--- config.mk ---
export PLATFORM = sky130hd
export DESIGN_NAME = spi_flash_read_master
export DESIGN_NICKNAME = d
export VERILOG_FILES = /design/src/rtl/spi_flash_pkg.sv /design/src/rtl/spi_bit_engine.sv /design/src/rtl/spi_flash_read_master.sv
export SDC_FILE = /design/constraint.sdc
export NUM_CORES = 1
export LEC_CHECK = 0
export CAP_MARGIN = 25
export CORE_MARGIN = 5
export CORE_UTILIZATION = 55
export DETAILED_ROUTE_END_ITERATION = 10
export GPL_TIMING_DRIVEN = 0
export PLACE_DENSITY = 0.79
export REMOVE_ABC_BUFFERS = 1
export SYNTH_ARGS = -nofsm -noshare
export SYNTH_HDL_FRONTEND = slang
export SYNTH_SLANG_ARGS = --single-unit
export TNS_END_PERCENT = 20
--- constraint.sdc ---
create_clock -name clk -period 5.29 [get_ports clk]
set_input_delay 1.058 -clock clk [delete_from_list [all_inputs] [get_ports clk]]
set_output_delay 1.058 -clock clk [all_outputs]
set_load 0.01 [all_outputs]
--- src/rtl/spi_flash_pkg.sv ---
// Shared opcodes, frame sizes and FSM state encoding for the SPI flash read master.
package spi_flash_pkg;

   localparam logic [7:0]  CMD_READ  = 8'h03;
   localparam logic [7:0]  CMD_WAKE  = 8'hAB;
   localparam int unsigned XFER_BITS = 64;
   localparam int unsigned WAKE_BITS = 8;

   typedef enum logic [2:0] {
      WAKE_CMD,
      WAKE_WAIT,
      IDLE,
      XFER,
      DONE
   } state_t;

endpackage

--- src/rtl/spi_bit_engine.sv ---
// Mode-0 SPI bit engine: SCK prescaler, MSB-first MOSI shifter, MISO capture.
// done pulses combinationally on the clk edge that ends the final SCK-high phase.
module spi_bit_engine
   import spi_flash_pkg::*;
#(
   parameter int unsigned CLK_DIV = 2
) (
   input  logic                               clk,
   input  logic                               reset,
   input  logic                               start,
   input  logic [$clog2(XFER_BITS+1)-1:0]     nbits,
   input  logic [XFER_BITS-1:0]               tx_word,
   input  logic                               miso,
   output logic                               sck,
   output logic                               mosi,
   output logic                               busy,
   output logic                               done,
   output logic [31:0]                        rx_word
);

   localparam int unsigned NBW = $clog2(XFER_BITS + 1);
   localparam int unsigned DW  = $clog2(CLK_DIV + 1);

   logic [DW-1:0]        div_cnt;
   logic [NBW-1:0]       bit_cnt;
   logic [XFER_BITS-1:0] tx_sr;
   logic [31:0]          rx_sr;
   logic                 sck_q;
   logic                 busy_q;
   logic                 phase_end;

   assign phase_end = (div_cnt == '0);
   assign done      = busy_q && sck_q && phase_end && (bit_cnt == NBW'(1));
   assign sck       = sck_q;
   assign busy      = busy_q;
   assign mosi      = busy_q ? tx_sr[XFER_BITS-1] : 1'b0;
   assign rx_word   = rx_sr;

   // The start cycle adds one extra low cycle before the first SCK edge, so MOSI
   // and SS have settled; later bits get exactly CLK_DIV low cycles.
   always_ff @(posedge clk or posedge reset) begin
      if (reset) begin
         div_cnt <= '0;
         bit_cnt <= '0;
         tx_sr   <= '0;
         rx_sr   <= '0;
         sck_q   <= 1'b0;
         busy_q  <= 1'b0;
      end else if (start) begin
         busy_q  <= 1'b1;
         sck_q   <= 1'b0;
         tx_sr   <= tx_word;
         bit_cnt <= nbits;
         div_cnt <= DW'(CLK_DIV);
      end else if (busy_q) begin
         if (!phase_end) begin
            div_cnt <= div_cnt - 1'b1;
         end else begin
            div_cnt <= DW'(CLK_DIV - 1);
            if (!sck_q) begin
               sck_q <= 1'b1;
               if (bit_cnt <= NBW'(32))
                  rx_sr <= {rx_sr[30:0], miso};
            end else begin
               sck_q   <= 1'b0;
               tx_sr   <= {tx_sr[XFER_BITS-2:0], 1'b0};
               bit_cnt <= bit_cnt - 1'b1;
               if (bit_cnt == NBW'(1))
                  busy_q <= 1'b0;
            end
         end
      end
   end

endmodule

--- src/rtl/spi_flash_read_master.sv ---
// Fetches 32-bit big-endian words from a serial NOR flash with READ (0x03),
// after waking the flash from deep power-down (0xAB) following reset.
module spi_flash_read_master #(
   parameter int unsigned CLK_DIV   = 2,
   parameter int unsigned WAKE_WAIT = 48
) (
   input  logic        clk,
   input  logic        reset,
   output logic        SPI_SCK,
   output logic        SPI_SS,
   output logic        SPI_MOSI,
   input  logic        SPI_MISO,
   output logic        addr_buffer_free,
   input  logic        addr_en,
   input  logic [23:0] addr_data,
   output logic        rd_data_available,
   input  logic        rd_ack,
   output logic [31:0] rd_data
);

   import spi_flash_pkg::*;

   localparam int unsigned NBW = $clog2(XFER_BITS + 1);
   localparam int unsigned WCW = (WAKE_WAIT > 1) ? $clog2(WAKE_WAIT) : 1;

   state_t               state, state_nx;
   logic                 ss_q, ss_nx;
   logic                 avail_q, avail_nx;
   logic [31:0]          data_q;
   logic                 load_data;
   logic [WCW-1:0]       wait_q, wait_nx;

   logic                 eng_start;
   logic [NBW-1:0]       eng_nbits;
   logic [XFER_BITS-1:0] eng_tx;
   logic                 eng_busy;
   logic                 eng_done;
   logic [31:0]          eng_rx;

   spi_bit_engine #(
      .CLK_DIV (CLK_DIV)
   ) u_engine (
      .clk     (clk),
      .reset   (reset),
      .start   (eng_start),
      .nbits   (eng_nbits),
      .tx_word (eng_tx),
      .miso    (SPI_MISO),
      .sck     (SPI_SCK),
      .mosi    (SPI_MOSI),
      .busy    (eng_busy),
      .done    (eng_done),
      .rx_word (eng_rx)
   );

   always_ff @(posedge clk or posedge reset) begin
      if (reset) begin
         state   <= WAKE_CMD;
         ss_q    <= 1'b1;
         avail_q <= 1'b0;
         data_q  <= '0;
         wait_q  <= '0;
      end else begin
         state   <= state_nx;
         ss_q    <= ss_nx;
         avail_q <= avail_nx;
         wait_q  <= wait_nx;
         if (load_data)
            data_q <= eng_rx;
      end
   end

   // WAKE_WAIT the state is named through the package: the parameter shadows it here.
   always_comb begin
      state_nx  = state;
      ss_nx     = ss_q;
      avail_nx  = avail_q;
      wait_nx   = wait_q;
      load_data = 1'b0;
      eng_start = 1'b0;
      eng_nbits = NBW'(XFER_BITS);
      eng_tx    = {CMD_READ, addr_data, 32'h0};
      case (state)
         WAKE_CMD: begin
            eng_nbits = NBW'(WAKE_BITS);
            eng_tx    = {CMD_WAKE, {(XFER_BITS-8){1'b0}}};
            if (ss_q && !eng_busy) begin
               eng_start = 1'b1;
               ss_nx     = 1'b0;
            end else if (eng_done) begin
               ss_nx    = 1'b1;
               wait_nx  = '0;
               state_nx = spi_flash_pkg::WAKE_WAIT;
            end
         end
         spi_flash_pkg::WAKE_WAIT: begin
            if (wait_q == WCW'(WAKE_WAIT - 1))
               state_nx = IDLE;
            else
               wait_nx = wait_q + 1'b1;
         end
         IDLE: begin
            if (addr_en) begin
               eng_start = 1'b1;
               ss_nx     = 1'b0;
               state_nx  = XFER;
            end
         end
         XFER: begin
            if (eng_done) begin
               ss_nx     = 1'b1;
               load_data = 1'b1;
               avail_nx  = 1'b1;
               state_nx  = DONE;
            end
         end
         DONE: begin
            if (rd_ack) begin
               avail_nx = 1'b0;
               state_nx = IDLE;
            end
         end
         default: state_nx = WAKE_CMD;
      endcase
   end

   assign SPI_SS            = ss_q;
   assign addr_buffer_free  = (state == IDLE);
   assign rd_data_available = avail_q;
   assign rd_data           = data_q;

endmodule

* Word level (Yosys, flattened, before mapping)
Cells that the tools add are included.
Cells by class: add/subtract/negate cells 3, magnitude comparators 1, equal/unequal tests 13, mux-type cells 46, bitwise gates (word level) 2, reduce and logical (&&, ||, !) cells 20
Operator list (count):
- 2-to-1 mux 64 bit | 5
- 2-to-1 mux 7 bit | 5
- 2-to-1 mux 1 bit | 19
- 2-to-1 mux 3 bit | 6
- 2-to-1 mux 6 bit | 3
- case mux 3 bit (5 select lines) | 1
- != test 2 bit, second input constant | 6
- case mux 6 bit (2 select lines) | 1
- nonzero test 2 bit | 5
- equality test 7 x 1 -> 1 bit, second input constant | 1
- less-or-equal comparator 7 x 6 -> 1 bit, second input constant | 1
- subtractor 7 x 1 -> 7 bit, second input constant | 1
- adder 6 x 1 -> 6 bit, second input constant | 1
- equality test 3 x 2 -> 1 bit, second input constant | 2
- equality test 6 bit, second input constant | 1
- 2-to-1 mux 2 bit | 3
- AND reduction 3 bit | 2
- AND reduction 6 bit | 1
- AND reduction 5 bit | 1
- logical AND 1 bit | 4
- case mux 1 bit (2 select lines) | 2
- AND reduction 2 bit | 2
- AND reduction 4 bit | 1
- equality test 3 x 1 -> 1 bit, second input constant | 1
- other kinds (9) | 10
Word-level totals: bits in registers 150, input bits 29, output and inout bits 37, word-level logic and storage cells 96

* Logic depth before layout (Yosys ltp)
word-level depth 6, mapped depth 8, mapped depth without buffers 6

* Cells and area by module
From an unflattened synthesis, not the netlist that was laid out.
Unflattened totals: cells, all modules 587, area total of the unflattened synthesis 6785.3 µm²
By module, submodules not included:
- spi_bit_engine | instances 1, cells each 419, area each 4765.8 µm², seq. area each 2677.6 µm²
- spi_flash_read_master | instances 1, cells each 168, area each 2019.4 µm², seq. area each 1077.3 µm²

* Least setup slack after synthesis
No wires, ideal clock.
path type input to register, start point input addr_en, end point register u_engine.tx_sr[33], setup time 0.079 ns, arrival time 2.119 ns, data required time 5.211 ns, slack 3.092 ns, stages 6, buffers on the path 2, cells stage by stage and2_1 -> o21ai_0 -> clkbuf_1 -> clkbuf_1 -> o21ai_0 -> a2bb2oi_1
On the way: word-level cells in the longest chain between the ends 4, elaborated cells between the ends (all ways) 7, classes of those cells 3 x mux; 4 x reduce/logical
RTL lines:
- start, declared | line spi_flash_read_master.sv:14 | input logic addr_en,
- 2-to-1 mux 1 bit (*) | line spi_flash_read_master.sv:103 | if (addr_en) begin
- case mux 1 bit (2 select lines) (*) | line spi_flash_read_master.sv:83 | case (state)
- nonzero test 2 bit (no source line)
- AND reduction 3 bit (no source line)
- end signal, assigned | line spi_bit_engine.sv:52 | tx_sr <= tx_word;
- end signal, assigned | line spi_bit_engine.sv:66 | tx_sr <= {tx_sr[XFER_BITS-2:0], 1'b0};
- end, declared | line spi_bit_engine.sv:26 | logic [XFER_BITS-1:0] tx_sr;
Mark *: on every way between the ends. The rest lies on a longest branch, timed or not. A chain may end at the register's enable or synchronous reset.

* Worst setup path after layout
start point input addr_en, end point register u_engine.rx_sr[17] (netlist: u_engine.rx_word[17])
On the way: word-level cells in the longest chain between the ends 4
RTL lines:
- 2-to-1 mux 1 bit | line spi_flash_read_master.sv:103
- case mux 1 bit (2 select lines) | line spi_flash_read_master.sv:83
- NOT 1 bit (no source line)
- AND reduction 5 bit (no source line)
- end signal, assigned | line spi_bit_engine.sv:63 | rx_sr <= {rx_sr[30:0], miso};
- end, declared | line spi_bit_engine.sv:27 | logic [31:0] rx_sr;
Every way passes these cells.

==> summary.txt <==
Run status
  • Status: completed

Timing
  • Final setup vio count: 0
  • Final Hold Viols: 0
  • Min cycle time layout: between 3 and 4 ns
  • Tightest Pin Transition: 1.01 ns
  • Final WS setup: ~1.7 ns
  • Slew headroom: about a third
  • RSZ-0062 raised after global routing: no
  • Fmax achieved: between 0.2 and 0.3 GHz
  • Final Max Slew Viols: 0
  • Period utilization: 68.4%
  • Clock skew: approximately 0.0046 ns
  • WHS: between 0.5 and 0.6 ns

Global route
  • Initial antenna violation count: 0
  • First-pass GRT wire length: between 15,000 and 20,000 um
  • Grt total ovfl: 0
  • Number of global-route vias before repair: approximately 3,600
  • GRT Overall Usage: between 20% and 30%
  • Largest net degree at the start of global routing: between 70 and 80

Clock network
  • Worst skew pair latency: a little over 0.5 ns
  • Post-CTS sizing: 0
  • Clock buffer depth: 2
  • Num CTS Buffers: 17
  • H-tree depth: 4
  • # hold bufs at CTS: 0
  • CTS root buf: clkbuf_8
  • CTS tree: built
  • Post-CTS setup buffer count: 0
  • CTS Sinks: ~120
  • Worst-path clk slew: approximately 0.060 ns

Power and ir drop
  • Comb pwr share: roughly 2%
  • Cell Int Power: 1670 uW
  • Final Power: ~2100 uW
  • Switching power total: approximately 430 uW
  • Leak: between 0.003 and 0.004 uW
  • Clock network power share: a little over half
  • Sequential share of power: around 43%
  • Pwr/cell area: approximately 320 nW/um^2
  • Switching share of total power: about a fifth
  • Max VDD drop: 0.211 mV

Yosys
  • Yosys warnings: 0
  • Asr flop ratio synth: 100%
  • Most common cell in the netlist: dfrtp_1
  • Synth cell count leaders: 117 x dfrtp_1, 53 x nand2_1, 37 x mux2_2
  • Ranking of synthesized cells by area: dfrtp_1 57%, mux2_4 8.2%, mux2_2 8.1%, a2bb2oi_1 3.9%, nand2_1 3.9%
  • Largest area contributor in the netlist: dfrtp_1
  • Post-synthesis cell area: 5130 um^2
  • Ys flop type: dfrtp_1
  • Post-synthesis sequential area ratio: 57.6%
  • Cells after synthesis: 415
  • Post-synth EDFFs: 0
  • Post-synth top area share: 57.0%
  • Yosys cell types: between 40 and 50
  • Avg Synthesized Cell Area: 12.4 um^2
  • #FFs+latches synth: approximately 120

Critical path
  • Worst reg2reg path startpoint: state[1]$_DFFE_PP0P_
  • CP max-delay cell: o21ai_2
  • CP max stage delay: approximately 0.75 ns
  • Data required, critical path: approximately 5.7 ns
  • Crit path from: addr_en
  • Worst setup EP type: flip-flop
  • Crit path top cell by count: buf_8
  • Top delay family on crit path: buffers and inverters
  • CP Class: input pin to flip-flop
  • CP Buf/Inv Count: 3
  • FF-to-FF setup slack: 2.18 ns
  • WP data arrival: about 4.0 ns
  • Worst Setup Start Kind: input pin
  • FF-to-FF path depth: 6
  • Worst r2r dst: u_engine.rx_word[17]$_DFFE_PP0P_
  • Number of cells on the critical path: 7
  • Critical Path Fanout Max: 29
  • CP Cell Sequence: clkdlybuf4s50_1, and2_1, o21ai_2, nand4_1, buf_8, buf_8, mux2_2

Cells and area
  • Design Area, Final: 6480 um^2
  • N_diodes: 0
  • Layout cells sized above 1: between 20% and 30%
  • Nets: 510
  • Synth-to-Final Area Change: 26.3%
  • Final cell count without fillers: approximately 600
  • Layout fillers: 577
  • Area occupied by multi-input gates: 2020 um^2
  • Register area: just under 3000 um^2

Floorplanning
  • Die Y: ~110 um
  • Die ar.: 11,400 um^2
  • Horiz. Die Dim: between 100 and 150 um
  • Top-level port count: 66
  • Core area: just over 9000 um^2
  • Cell Rows: 35
  • Starting density of the core: a little under three fifths

Detailed routing
  • DR vias/cell: about 5.7
  • DRT antenna net count: 0
  • Drt drc: 0
  • Routed len/inst: between 15 and 20 um
  • Initial DRC Count: ~190
  • Vias: about 3,400
  • Routed WL: ~11,000 um
  • Drt pass-1 iters: 4

Hold path
  • Worst hold endpoint: rd_data[31]$_DFFE_PP0P_
  • Worst Hold Depth: 1
  • Tightest Hold Check Type: flip-flop to flip-flop
  • Hold path start: rd_data[31]$_DFFE_PP0P_

Place
  • Hpwl dp: approximately 6500 um
  • Placer Congestion: between 0.7 and 0.8
  • Placed inst area: 5890 um^2
  • Place WS: around 1.2 ns
  • IO Port Bufs: 65
  • Inst Count DP: 570

Run
  • Max-cap violations: 0
## power by group through the flow
| stage | Sequential, uW | Combinational, uW | Clock (uW) |
|---|---|---|---|
| after floorplan | 920 | 13.8 | 0 |
| after global placement | 920 | 40.9 | 0 |
| after detailed placement | 920 | 44.2 | 0 |
| after CTS | 904 | 44.4 | 1160 |
| after global routing | 904 | 48.2 | 1210 |
| final | 904 | 42.8 | 1150 |
## how the worst max path moves through the flow
| stage | to | slack, ns |
|---|---|---|
| 2_1_floorplan | u_engine.rx_word[0]$_DFFE_PP0P_ | 0.80 |
| 3_3_place_gp | u_engine.rx_word[2]$_DFFE_PP0P_ | -1.43 |
| 3_5_place_dp | u_engine.rx_word[8]$_DFFE_PP0P_ | 1.18 |
| 4_1_cts | u_engine.rx_word[17]$_DFFE_PP0P_ | 1.64 |
| 5_1_grt | u_engine.rx_word[17]$_DFFE_PP0P_ | 1.42 |
| 6_report | u_engine.rx_word[17]$_DFFE_PP0P_ | 1.67 |
## through the flow
stage / TNS (ns) / util, %
final: 0 / 70.8
after global routing: 0 / 70.8
after CTS: 0 / 70.8
after detailed placement: 0 / 64.3
after global placement: -98.94 / 63.2
after floorplan: 0 / -
## metal layers
metal  share of wire (%)  track usage [%]  vias to the layer above
met5                   0                0                        -
met4                 1.3             5.39                        0
met3                 3.1             5.00                       11
met2                  52             33.0                       69
met1                  44             26.8                     1755
li1                    -                -                     1597
## cell usage in the layout, fill, tap and decap left out, types with 3 or more instances in the layout
cell type        count
dfrtp_1            117
mux2i_1              3
nor2_1              12
bufinv_16            3
nand2b_1             3
a21oi_1             10
a2bb2oi_1           23
xor2_1               3
clkinv_2             4
o21a_1               3
clkbuf_8             3
mux2_2              37
nand3b_1             3
ha_1                 3
clkbuf_16           16
nand3_1             13
mux2_4              28
nand2_1             53
nor3_1               4
clkdlybuf4s50_1     65
nand4_1              4
inv_1                6
o21ai_0             31
## state kept, by name (all words and copies together) (netlist names)
name and cells:
rd_data 32, state 3, u_engine.bit_cnt 7, u_engine.sck 1
wait_q 6, u_engine.rx_word 32, u_engine.tx_sr 32, SPI_SS 1
u_engine.div_cnt 2, u_engine.busy 1, rd_data_available 1
## cell families (layout without fill, tap and decap cells)
group	Yosys count	in the layout	share of synthesized area, %
AO/OA/AOI/OAI	79	79	10.1
XOR/XNOR	5	5	0.853
adder cells (fa/ha/maj)	3	3	0.731
multiplexers	68	68	16.9
AND/OR/NAND/NOR	109	109	10.6
buffers and inverters	33	109	3.24
flip-flops	118	118	57.6
## final cells by class
class,count,area share (%)
Timing Repair Buffer,70,11.4
Inverter,7,0.483
Multi-Input combinational cell,264,31.2
Clock inverter,12,2.34
Tap cell,111,2.14
Sequential cell,118,45.6
Clock buffer,20,6.87
Power figures use the tool's default switching activity.
